[src/rtl/stack_sequencer.sv]
// stack_sequencer: buffers a nibble program and replays it into stack_cpu with per-opcode cycle timing
module stack_sequencer #(
   parameter int DEPTH = 16,
   parameter int AW    = $clog2(DEPTH)
) (
   input  logic          clk,
   input  logic          rst_n,
   input  logic          clear,
   input  logic          wr_en,
   input  logic [3:0]    wr_data,
   input  logic          start,
   output logic          busy,
   output logic          done,
   output logic          err,
   output logic [AW:0]   prog_len,
   output logic [AW-1:0] pc,
   output logic          cpu_rst,
   output logic [3:0]    cpu_inbits
);
   typedef enum logic [2:0] {IDLE, RST, OP, EXEC, DONE} state_t;
   state_t state_q, state_d;
   logic [3:0] buf_q [DEPTH];
   logic [AW:0] prog_len_q, prog_len_d, npc, opnd_idx;
   logic [AW-1:0] pc_q, pc_d;
   logic [1:0] cnt_q, cnt_d, e_len;
   logic busy_q, busy_d, done_q, done_d, err_q, err_d, cpu_rst_q, cpu_rst_d;
   logic [3:0] bits_q, bits_d, op, opnd;
   logic has_opnd, opnd_ok, accept, wr_ok;
   // decode the opcode at pc: operand presence, execute length, next pc
   always_comb begin
      op       = buf_q[pc_q];
      has_opnd = op inside {4'h1, 4'h6, 4'h7, 4'h8};
      e_len    = (op == 4'h9 || op == 4'hA) ? 2'd3 :
                 (has_opnd || op == 4'h2 || op == 4'h5) ? 2'd2 : 2'd1;
      opnd_idx = {1'b0, pc_q} + 1'b1;
      opnd_ok  = opnd_idx < prog_len_q;
      opnd     = opnd_ok ? buf_q[opnd_idx[AW-1:0]] : 4'h0;
      npc      = {1'b0, pc_q} + (has_opnd ? (AW+1)'(2) : (AW+1)'(1));
      accept   = state_q == IDLE || state_q == DONE;
      wr_ok    = accept && wr_en && !clear;
   end
   // loading, run FSM and registered output values for the next cycle
   always_comb begin
      state_d    = state_q;
      prog_len_d = prog_len_q;
      pc_d       = pc_q;
      cnt_d      = cnt_q;
      err_d      = err_q;
      cpu_rst_d  = 1'b0;
      bits_d     = 4'h0;
      if (accept && clear) begin
         prog_len_d = '0;
         err_d      = 1'b0;
      end else if (wr_ok) begin
         if (prog_len_q[AW]) err_d = 1'b1;
         else prog_len_d = prog_len_q + 1'b1;
      end
      case (state_q)
         IDLE: begin
            cpu_rst_d = cpu_rst_q && !start && !wr_en;
            if (start && prog_len_q == '0) state_d = DONE;
            else if (start) begin
               state_d   = RST;
               pc_d      = '0;
               cpu_rst_d = 1'b1;
            end
         end
         RST: begin
            state_d = OP;
            bits_d  = op;
         end
         OP: begin
            state_d = EXEC;
            cnt_d   = e_len;
            bits_d  = has_opnd ? opnd : 4'h0;
            if (has_opnd && !opnd_ok) err_d = 1'b1;
         end
         EXEC: begin
            bits_d = bits_q;
            if (cnt_q == 2'd1) begin
               pc_d    = npc[AW-1:0];
               state_d = npc >= prog_len_q ? DONE : OP;
               bits_d  = npc >= prog_len_q ? 4'h0 : buf_q[npc[AW-1:0]];
            end else cnt_d = cnt_q - 1'b1;
         end
         DONE:    state_d = IDLE;
         default: state_d = IDLE;
      endcase
      busy_d = state_d inside {RST, OP, EXEC};
      done_d = state_d == DONE;
   end
   // state and output registers
   always_ff @(posedge clk or negedge rst_n) begin
      if (!rst_n) begin
         state_q    <= IDLE;
         prog_len_q <= '0;
         pc_q       <= '0;
         cnt_q      <= '0;
         busy_q     <= 1'b0;
         done_q     <= 1'b0;
         err_q      <= 1'b0;
         cpu_rst_q  <= 1'b1;
         bits_q     <= 4'h0;
      end else begin
         state_q    <= state_d;
         prog_len_q <= prog_len_d;
         pc_q       <= pc_d;
         cnt_q      <= cnt_d;
         busy_q     <= busy_d;
         done_q     <= done_d;
         err_q      <= err_d;
         cpu_rst_q  <= cpu_rst_d;
         bits_q     <= bits_d;
      end
   end
   // program buffer; contents need no reset since prog_len hides them
   always_ff @(posedge clk) begin
      if (wr_ok && !prog_len_q[AW]) buf_q[prog_len_q[AW-1:0]] <= wr_data;
   end
   assign busy       = busy_q;
   assign done       = done_q;
   assign err        = err_q;
   assign prog_len   = prog_len_q;
   assign pc         = pc_q;
   assign cpu_rst    = cpu_rst_q;
   assign cpu_inbits = bits_q;
endmodule
[config.mk]
export PLATFORM = sky130hd
export DESIGN_NAME = stack_sequencer
export DESIGN_NICKNAME = d
export VERILOG_FILES = /design/src/rtl/stack_sequencer.sv
export SDC_FILE = /design/constraint.sdc
export NUM_CORES = 1
export LEC_CHECK = 0
export CORE_ASPECT_RATIO = 0.6
export CORE_MARGIN = 2
export CORE_UTILIZATION = 55
export DETAILED_ROUTE_END_ITERATION = 6
export GPL_TIMING_DRIVEN = 0
export MAX_ROUTING_LAYER = met4
export PLACE_DENSITY = 0.82
export SKIP_CTS_REPAIR_TIMING = 1
export SYNTH_ARGS = -nofsm -noshare
export SYNTH_HDL_FRONTEND = slang
export SYNTH_SLANG_ARGS = --single-unit
[constraint.sdc]
create_clock -name clk -period 13 [get_ports clk]
set_clock_uncertainty 0.15 [all_clocks]
set_input_delay 1.95 -clock clk [delete_from_list [all_inputs] [get_ports clk]]
set_output_delay 1.95 -clock clk [all_outputs]
set_load 0.01 [all_outputs]
==> flow_summary.yaml <==
floorplan:
  start_util_pct: 56.20
  std_cell_rows: 27
  die_w_um: 128.6
  dieArea_mm2: 0.01013
  core_area_mm2: 0.009121
  io_pins: 26
  die_h_um: 78.78
synthesis:
  ys_types: 52
  synth_top_cell_by_area: "edfxtp_1"
  synth.most_common_cell: "edfxtp_1"
  synthesis.area_mm2: 0.005126
  synth-main-ff-cell: "edfxtp_1"
  async_flop_share_pct: 25.58
  synth-seq-cells: 86
  avgSynthCellArea_um2: 13.60
  synth_area_leaders: "edfxtp_1 (37%), mux4_2 (19%), dfrtp_1 (10%)"
  synth_common_cells: "edfxtp_1 (64), mux4_2 (44), nand2_1 (28), dfrtp_1 (21), mux2i_1 (19)"
  synthCells: 377
  ys_seq_area_share_pct: 48.25
  synth_edf_count: 64
  ys.warnings.count: 0
  synth.top_cell.area_share_pct: 37.49
  synth_nets: 404
clocking:
  path_clk_slew_ns: 0.07
  clk_path_buf_depth: 2
  cts_root_buf: "clkbuf_16"
  htree_levels: 3
  cts_sinks: 86
  cts_tree: "built"
  clk_latency_ns: 0.35
  numCtsBuffers: 9
final_layout:
  instances_no_fill: 535
  drive_gt1_share_pct: 18.85
  diodes: 0
  nNetsFinal: 441
  area_growth_pct: 13.13
placement:
  hpwl_mm: 10.28
  post-place-cells: 518
  gp_congestion: 0.9796
  port_buffers: 25
setup_path:
  cp-start-kind: "flip-flop"
  worstPathCellList: "buf_6 -> buf_8 -> mux2i_1 -> a221oi_1 -> o21ai_0 -> nand4_2 -> or3b_1 -> o221a_4 -> ha_1 -> clkbuf_1 -> buf_1 -> inv_1 -> ha_1 -> nand2b_1 -> a21o_1 -> a21o_1 -> a21o_1 -> a211oi_1 -> a31oi_1 -> o21ai_1"
  max_stage_delay_ns: 0.65
  worst-path-max-fanout: 10
  crit_path_top_delay_cell: "a211oi_1"
  crit_arrival_ns: 6.46
  cp_data_required_time_ns: 13.11
  crit_type: "reg -> reg"
  cp_common_cell: "a21o_1"
  crit_path_end_kind: "flip-flop"
global_route:
  antenna_found_initial: 0
  gr-total-overflow: 0
  grt_pass1_wl_mm: 21.37
  grt_pass1_vias: 3550
  grt_max_degree: 23
  track_usage_pct: 30.33
timing:
  finalCriticalPeriod_ns: 6.353
  finalSetupViolations: 0
  finalSetupTns_ns: 0
  hold_viol_final: 0
  drv_slew: 0
  rsz0062_at_grt: "false"
  fin_crit_sh_pct: 48.87
  relSlewSlack_pct: 32.75
  max_freq_mhz: 157.4
  worstMarginPinSlew_ns: 1.006
status:
  status: "finished clean"
power_and_ir_drop:
  ir_worst_vdd_mv: 0.1341
  p_per_area_mw_per_mm2: 298.9
  p_leak_uw: 0.002089
drt:
  drt-total-wl_mm: 13.81
  dr_total_vias: 3742
  antenna_left: 0
  avgViaCountPerCell: 6.994
  remaining_drc_errors: 0
  wl_per_cell_um: 25.81
  firstDrtPassIters: 5
  drt_iter0_markers: 577
hold_path:
  hold_class: "reg -> reg"
flow_run:
  maxCapViolations: 0
[state kept, by name (all words and copies together), names as in the netlist]
| register | count |
|---|---|
| pc | 4 |
| cpu_inbits | 4 |
| err | 1 |
| done | 1 |
| busy | 1 |
| cpu_rst | 1 |
| prog_len | 5 |
| buf_q | 64 |
| state_q | 3 |
| cnt_q | 2 |
[worst max-delay path, delay by kind of cell (launching register included)]
kind	cells	cell delay [ns]
AOI/OAI and AO/OA	9	2.38
DFF	1	0.42
buffers and inverters	5	1.60
muxes	1	0.23
adders and majority gates	2	0.65
and+or+nand+nor	3	0.82
[layout by cell type (no fill, tap or decap), drive strengths merged, types with 3 or more instances in the layout]
cell / synthesis / routed
edfxtp: 64 / 64
mux4: 45 / 45
nand2: 28 / 28
clkdlybuf4s50: 0 / 25
inv: 19 / 22
dfrtp: 21 / 21
mux2i: 19 / 19
clkbuf: 9 / 18
ha: 17 / 17
o21ai: 15 / 15
and2: 14 / 14
buf: 13 / 14
nand3: 12 / 12
a21oi: 11 / 11
nor2: 11 / 11
a221oi: 9 / 9
xnor2: 7 / 7
nor3: 7 / 7
a21o: 6 / 6
a22oi: 5 / 5
nor2b: 4 / 4
a31oi: 4 / 4
o22ai: 4 / 4
clkinv: 1 / 4
nand2b: 3 / 3
nor4: 3 / 3
a22o: 3 / 3
[cell type report]
cell class	count	area, um^2
Multi-Input combinational cell	249	2452
Tap cell	116	145.1
Sequential cell	86	2474
Fill cell	683	3322
Buffer	22	125.1
Inverter	20	75.07
Timing Repair Buffer	26	255.2
Clock buffer	9	225.2
Clock inverter	7	47.55
[per-stage QoR]
step,total power [uW],hold WS (ns),utilization (%),instance area [um^2],worst slack (ns)
6_report,1734,0.4165,63.58,5799,6.647
5_1_grt,1819,0.4284,63.58,5799,6.306
2_1_floorplan,1175,0.3884,-,5126,8.005
4_1_cts,1708,0.4186,63.53,5794,6.737
3_3_place_gp,1432,0.3962,60.54,5522,6.991
3_5_place_dp,1459,0.4031,60.54,5522,6.777
[final timing paths]
| path | startpoint | endpoint | cells past startpoint | slack (ns) |
|---|---|---|---|---|
| worst max-delay path | pc[0]$_DFFE_PN0P_ | cpu_inbits[3]$_DFFE_PN0P_ | 20 | 6.65 |
| worst min-delay path | cpu_rst$_DFF_PN1_ | cpu_rst$_DFF_PN1_ | 2 | 0.42 |
| worst max register to register | pc[0]$_DFFE_PN0P_ | cpu_inbits[3]$_DFFE_PN0P_ | 20 | 6.65 |
| worst min register to register | cpu_rst$_DFF_PN1_ | cpu_rst$_DFF_PN1_ | 2 | 0.42 |
| max in group asynchronous | rst_n | prog_len[3]$_DFFE_PN0P_ | 1 | 10.09 |
| min in group asynchronous | rst_n | state_q[0]$_DFF_PN0_ | 1 | 2.00 |
[metal layers]
metal	GRT usage, %	vias to the layer above	part of all wire (%)
met1	44.50	1863	44
li1	-	1570	-
met4	6.630	0	1.3
met2	40.21	288	41
met5	-	-	0
met3	11.86	21	14
[logic make-up (layout without fill, tap and decap cells)]
group	count (synthesis)	in the layout	synth area share (%)
buffers and inverters	42	84	3.905
muxes	64	64	23.55
DFF	86	86	48.25
AOI/OAI and AO/OA	66	66	9.104
adders and majority gates	18	18	4.540
and+or+nand+nor	94	94	9.446
xor gates and xnor gates	7	7	1.196
[where the power goes]
group / leakage (uW) / switching [uW] / total (uW) / internal (uW)
logic: 0.00110 / 613 / 1150 / 534
registers: 0.000851 / 22.2 / 342 / 319
clock network: 0.000134 / 114 / 244 / 130
total: 0.00209 / 750 / 1730 / 984
Note: power is estimated with default switching activity, not from simulation.
